File: src/rtl/sd_in_ddr_if.sv
// srdy/drdy bus with a parameterised data width; the same interface carries the
// half-width DDR input side and the full-width SDR output side.
interface sd_in_ddr_if #(
   parameter int DW = 8
);
   logic          srdy;
   logic          drdy;
   logic [DW-1:0] data;

   modport master (output srdy, output data, input drdy);
   modport slave  (input srdy, input data, output drdy);
endinterface

File: src/rtl/sd_in_ddr.sv
// DDR-to-SDR srdy/drdy input stage: reassembles half-width DDR words, 1-cycle latency.
// Backpressure absorbed by a 2-entry skid so c_drdy stays a flop; c_drdy drops only when full.
module sd_in_ddr #(
   parameter int width = 8
) (
   input  logic           clk,
   input  logic           reset_n,
   sd_in_ddr_if.slave     c_if,
   sd_in_ddr_if.master    p_if
);
   localparam int HW = width / 2;

   typedef enum logic [1:0] {
      S_EMPTY = 2'd0,
      S_ONE   = 2'd1,
      S_FULL  = 2'd2
   } state_e;

   state_e           state_q, state_d;
   logic [HW-1:0]    hi_q;
   logic [width-1:0] out_q, out_d;
   logic [width-1:0] skid_q, skid_d;
   logic             c_drdy_q, c_drdy_d;
   logic [width-1:0] in_word;
   logic             accept;

   // Upper half is presented while clk is high, so it is captured on the falling edge.
   always_ff @(negedge clk) begin
      hi_q <= c_if.data;
   end

   assign in_word = {hi_q, c_if.data};
   assign accept  = c_if.srdy & c_drdy_q;

   always_comb begin
      state_d = state_q;
      out_d   = out_q;
      skid_d  = skid_q;
      unique case (state_q)
         S_EMPTY: begin
            if (accept) begin
               state_d = S_ONE;
               out_d   = in_word;
            end
         end
         S_ONE: begin
            if (accept && p_if.drdy) begin
               out_d = in_word;
            end else if (accept) begin
               state_d = S_FULL;
               skid_d  = in_word;
            end else if (p_if.drdy) begin
               state_d = S_EMPTY;
            end
         end
         S_FULL: begin
            if (p_if.drdy) begin
               state_d = S_ONE;
               out_d   = skid_q;
            end
         end
         default: state_d = S_EMPTY;
      endcase
      c_drdy_d = (state_d != S_FULL) & reset_n;
   end

   always_ff @(posedge clk) begin
      if (!reset_n) begin
         state_q  <= S_EMPTY;
         c_drdy_q <= 1'b0;
      end else begin
         state_q  <= state_d;
         c_drdy_q <= c_drdy_d;
      end
   end

   // Data registers carry no reset; p_data is only meaningful while p_srdy is high.
   always_ff @(posedge clk) begin
      out_q  <= out_d;
      skid_q <= skid_d;
   end

   assign c_if.drdy = c_drdy_q;
   assign p_if.srdy = (state_q != S_EMPTY);
   assign p_if.data = out_q;
endmodule

File: src/flat_wrapper.sv
// flat-port wrapper written by rule: the top's interface ports become plain ports
module sd_in_ddr_flat 
#(
   parameter int width = 8
)
  (clk, reset_n, c_if_srdy, c_if_data, c_if_drdy, p_if_srdy, p_if_data, p_if_drdy);
  sd_in_ddr_if #(.DW(4)) c_if_i ();
  sd_in_ddr_if #(.DW(8)) p_if_i ();
  input  logic clk;
  input  logic reset_n;
  input wire logic [$bits(c_if_i.srdy)-1:0] c_if_srdy;
  input wire logic [$bits(c_if_i.data)-1:0] c_if_data;
  output wire logic [$bits(c_if_i.drdy)-1:0] c_if_drdy;
  output wire logic [$bits(p_if_i.srdy)-1:0] p_if_srdy;
  output wire logic [$bits(p_if_i.data)-1:0] p_if_data;
  input wire logic [$bits(p_if_i.drdy)-1:0] p_if_drdy;
  assign c_if_i.srdy = c_if_srdy;
  assign c_if_i.data = c_if_data;
  assign c_if_drdy = c_if_i.drdy;
  assign p_if_srdy = p_if_i.srdy;
  assign p_if_data = p_if_i.data;
  assign p_if_i.drdy = p_if_drdy;
  sd_in_ddr #(.width(width)) u_core (.clk(clk), .reset_n(reset_n), .c_if(c_if_i), .p_if(p_if_i));
endmodule
File: config.mk
export PLATFORM = sky130hd
export DESIGN_NAME = sd_in_ddr_flat
export DESIGN_NICKNAME = d
export VERILOG_FILES = /design/src/rtl/sd_in_ddr_if.sv /design/src/rtl/sd_in_ddr.sv /design/src/flat_wrapper.sv
export SDC_FILE = /design/constraint.sdc
export NUM_CORES = 1
export LEC_CHECK = 0
export BUFFER_PORTS_ARGS = -buffer_cell sky130_fd_sc_hd__buf_2
export CAP_MARGIN = 25
export CELL_PAD_IN_SITES_DETAIL_PLACEMENT = 0
export CELL_PAD_IN_SITES_GLOBAL_PLACEMENT = 1
export CORE_MARGIN = 5
export CORE_UTILIZATION = 42
export DETAILED_ROUTE_END_ITERATION = 8
export GPL_ROUTABILITY_DRIVEN = 0
export PLACE_DENSITY_LB_ADDON = 0.12
export SYNTH_ARGS = -nofsm -noshare
export SYNTH_HDL_FRONTEND = slang
export SYNTH_SLANG_ARGS = --single-unit
File: constraint.sdc
create_clock -name clk -period 1.85 [get_ports clk]
set_clock_uncertainty 0.05 [all_clocks]
set_input_delay 0 -clock clk [delete_from_list [all_inputs] [get_ports clk]]
set_output_delay 0 -clock clk [all_outputs]
set_load 0.01 [all_outputs]
### Yosys cells after proc, flatten, opt, wreduce, memory -nomap -nowiden

Index checks and enable logic that the tools add are counted.

| word-level totals | value |
|---|---|
| bits of input ports | 8 |
| logic and storage cells | 30 |
| memories kept | 0 |
| bits in registers | 23 |
| bits in read-only memories | 0 |
| output and inout port bits | 10 |
| bits in writable memories | 0 |
| bits in latches | 0 |

| cells by class | value |
|---|---|
| bitwise logic cells | 3 |
| $lt $le $gt $ge | 0 |
| reduce and logical (&&, ||, !) cells | 6 |
| divide/modulo/power cells | 0 |
| mux-type cells | 10 |
| multipliers | 0 |
| add/sub/neg operators | 0 |
| shifts and indexed selects | 0 |
| equality and inequality tests | 6 |

Operator list:

| operator | number |
|---|---|
| two-way mux 8 bit | 3 |
| one-hot mux 8 bit (3 select lines) | 1 |
| two-way mux 2 bit | 5 |
| one-hot mux 2 bit (3 select lines) | 1 |
| inequality test 2 x 1 -> 1 bit, second input constant | 2 |
| inequality test 2 bit, second input constant | 2 |
| AND reduction 4 bit | 1 |
| AND reduction 3 bit | 1 |
| nonzero test 3 bit | 1 |
| AND 1 bit | 2 |
| == test 2 x 1 -> 1 bit, second input constant | 1 |
| == test 2 bit, second input constant | 1 |
| zero test 2 bit | 1 |
| nonzero test 2 bit | 1 |
| logical AND 1 bit | 1 |
| NOT 1 bit | 1 |

### Logic depth before layout (Yosys ltp)

| logic depth | value |
|---|---|
| depth in word-level cells | 6 |
| depth in mapped cells | 4 |
| gate-level depth less buffers | 3 |

==> impl_metrics.py <==
metrics = {
    "floorplanning": {
        "die_w_microns": 55.3,
        "core_sq_mm": 0.00196,
        "die_area_sq_mm": 0.00306,
        "io_pins": 18,
        "placementRows": 16,
        "initial_core_util_pct": 44.0,
        "die_h_microns": 55.3,
    },
    "drt": {
        "vias_per_cell": 4.42,
        "routed_wl_mm": 1.27,
        "antenna_left": 0,
        "vias": 473,
        "dr.pass1.iters": 2,
        "drt_iter0_drc": 3,
        "drc": 0,
        "wl_per_cell_microns": 11.9,
    },
    "final_layout": {
        "final_common_cell": "buf_2",
        "antenna_cells": 0,
        "fin_cells": 107,
        "nNetsFinal": 89,
        "final_cell_mix": "buf_2 (17), edfxtp_1 (16), mux2_4 (8)",
        "drive_gt1_share_pct": 37.5,
        "area_growth_pct": 27.2,
    },
    "yosys": {
        "synth_mux_area_share_pct": 15.1,
        "synth_cell_type_count": 18,
        "syn_area_sq_um": 863,
        "syn_inst": 49,
        "synthAdderAreaFrac_pct": 0,
        "syn-num-nets": 57,
        "synth_top_family_by_area": "multiplexers",
        "synth.avg_cell_area_sq_um": 17.6,
        "synth_seq_cells": 23,
        "yosysWarnings": 0,
        "synth_xor_area_share_pct": 0,
        "post_synth_and_or_nand_nor_area_fraction_pct": 7.83,
        "seq_area_frac_synth_pct": 71.9,
        "synth_compound_area_share_pct": 3.48,
    },
    "power_and_ir_drop": {
        "p_sw_share_pct": 21.7,
        "power_density_mw_per_mm2": 838,
        "ir_worst_vdd_mv": 0.464,
        "clkPwrFrac_pct": 27.0,
        "combPwrFrac_pct": 9.5,
        "seq_power_share_pct": 63.5,
        "p_sw_mw": 0.200,
        "leakagePower_nw": 0.477,
        "internal_power_mw": 0.720,
    },
    "grt": {
        "grt_pass1_vias": 480,
        "grt_max_degree": 13,
        "grt_pass1_wl_mm": 2.17,
        "antenna_found_initial": 0,
        "grt.overflow.total": 0,
        "gr-usage-all-layers_pct": 9.04,
    },
    "setup_path": {
        "cp_top_family": "flip-flops",
        "worstPathRequired_ns": 1.87,
        "cp_slowest_cell": "dfxtp_1",
        "crit_path_max_incr_delay_ns": 0.30,
        "path_buf_inv": 0,
        "worstSetupEndpointType": "flop",
        "path_cells": "mux2_4",
        "cp-start-kind": "flop",
        "cp.arrival_ns": 1.83,
        "worst-setup-path-type": "reg2reg",
        "worstPathMaxFanout": 2,
    },
    "timing": {
        "tns_ns": 0,
        "worstMarginPinSlew_ns": 0.390,
        "rsz0062_at_grt": "false",
        "hold_viol_final": 0,
        "finalSetupViolCount": 0,
        "maxSlewViolCount": 0,
        "slew_headroom_pct": 74.0,
        "layout_setup_ws_ns": 0.0352,
        "hold_ws_ns": 0.0289,
    },
    "cts": {
        "clk_latency_ns": 0.35,
        "htree_levels": 1,
        "cts_buffers": 3,
        "cts.path.max_buffers": 2,
        "cts-root-buf": "clkbuf_4",
        "post_cts_buffers": 0,
        "cts_tree": "built",
        "clkTransAtPathRegs_ns": 0.12,
        "clock-sinks": 23,
    },
    "placed_design": {
        "dp_hpwl_microns": 944,
        "dp_slack_ns": 0.0730,
        "placed_cells": 93,
        "port_buffers": 17,
    },
    "min_path": {
        "hold_path.class": "in2reg",
    },
    "run": {
        "cap_violations": 0,
    },
    "outcome": {
        "status": "completed",
    },
}
cells by family after synthesis:
logic type | count (synthesis)
mux | 9
compound gates | 4
simple gates | 11
buf+inv | 2
flops | 23
registers in the layout, indices dropped and copies added (netlist names):
name	flops
u_core.state_q	2
u_core.hi_q	4
u_core.c_if.drdy	1
u_core.p_if.data	8
u_core.skid_q	8
cells in the mapped netlist, drive strengths merged:
library cell  instances  area share [%]
a21o                  1            0.87
a21oi                 1             1.0
and2                  2             1.4
buf                   1             1.3
dfxtp                 7              16
edfxtp               16              56
inv                   1            0.43
mux2                  8              14
mux2i                 1             1.2
nand2                 1            0.43
nand2b                2             1.4
nand3b                1            0.87
nand4b                1             1.0
nor2                  1            0.43
nor2b                 2             1.4
o21ai                 1            0.58
o2bb2ai               1             1.0
or2                   1            0.73
power groups by stage:
stage          clock (mW)  sequential, mW  combinational (mW)
6_report            0.249           0.584              0.0874
3_3_place_gp       0.0168           0.595              0.0765
2_1_floorplan      0.0168           0.603              0.0367
4_1_cts             0.261           0.585              0.0887
3_5_place_dp       0.0168           0.596              0.0764
5_1_grt             0.287           0.588              0.0968
path summary, 6_finish.rpt:
path,start,to,slack [ns],cells past startpoint
worst max-delay path,u_core.hi_q[2]$_DFF_N_,u_core.p_if.data[6]$_DFFE_PP_,0.04,1
worst min-delay path,c_if_srdy,u_core.c_if.drdy$_SDFF_PN0_,0.03,4
worst max register to register,u_core.hi_q[2]$_DFF_N_,u_core.p_if.data[6]$_DFFE_PP_,0.04,1
worst min register to register,u_core.skid_q[7]$_DFFE_PP_,u_core.p_if.data[7]$_DFFE_PP_,0.51,1
per-stage QoR:
| stage | utilization [%] | instance area [sq um] | power (mW) |
|---|---|---|---|
| after floorplan | - | 863 | 0.656 |
| after global placement | 50.5 | 991 | 0.689 |
| after detailed placement | 50.5 | 991 | 0.689 |
| after CTS | 56.0 | 1100 | 0.935 |
| after global routing | 56.0 | 1100 | 0.972 |
| final | 56.0 | 1100 | 0.920 |
final cells by class:
class | count | area [sq um]
clock inverter | 4 | 15.0
timing repair buffer | 25 | 175
clock buffer | 4 | 26.3
multi-input combinational | 24 | 228
sequential | 23 | 621
tap | 27 | 33.8
fill | 183 | 863
layer usage:
layer  wire [microns]  global-route usage, %
met1              498                   9.82
met2              696                   16.4
met3               77                   2.80
met4                0                   3.13
met5                0                      0
timing repair:
action / CTS / global route
hold endpoints to repair: 11 / 0
hold buffers: 7 / 0
gates resized for setup: 0 / 0
Power figures use the tool's default switching activity.
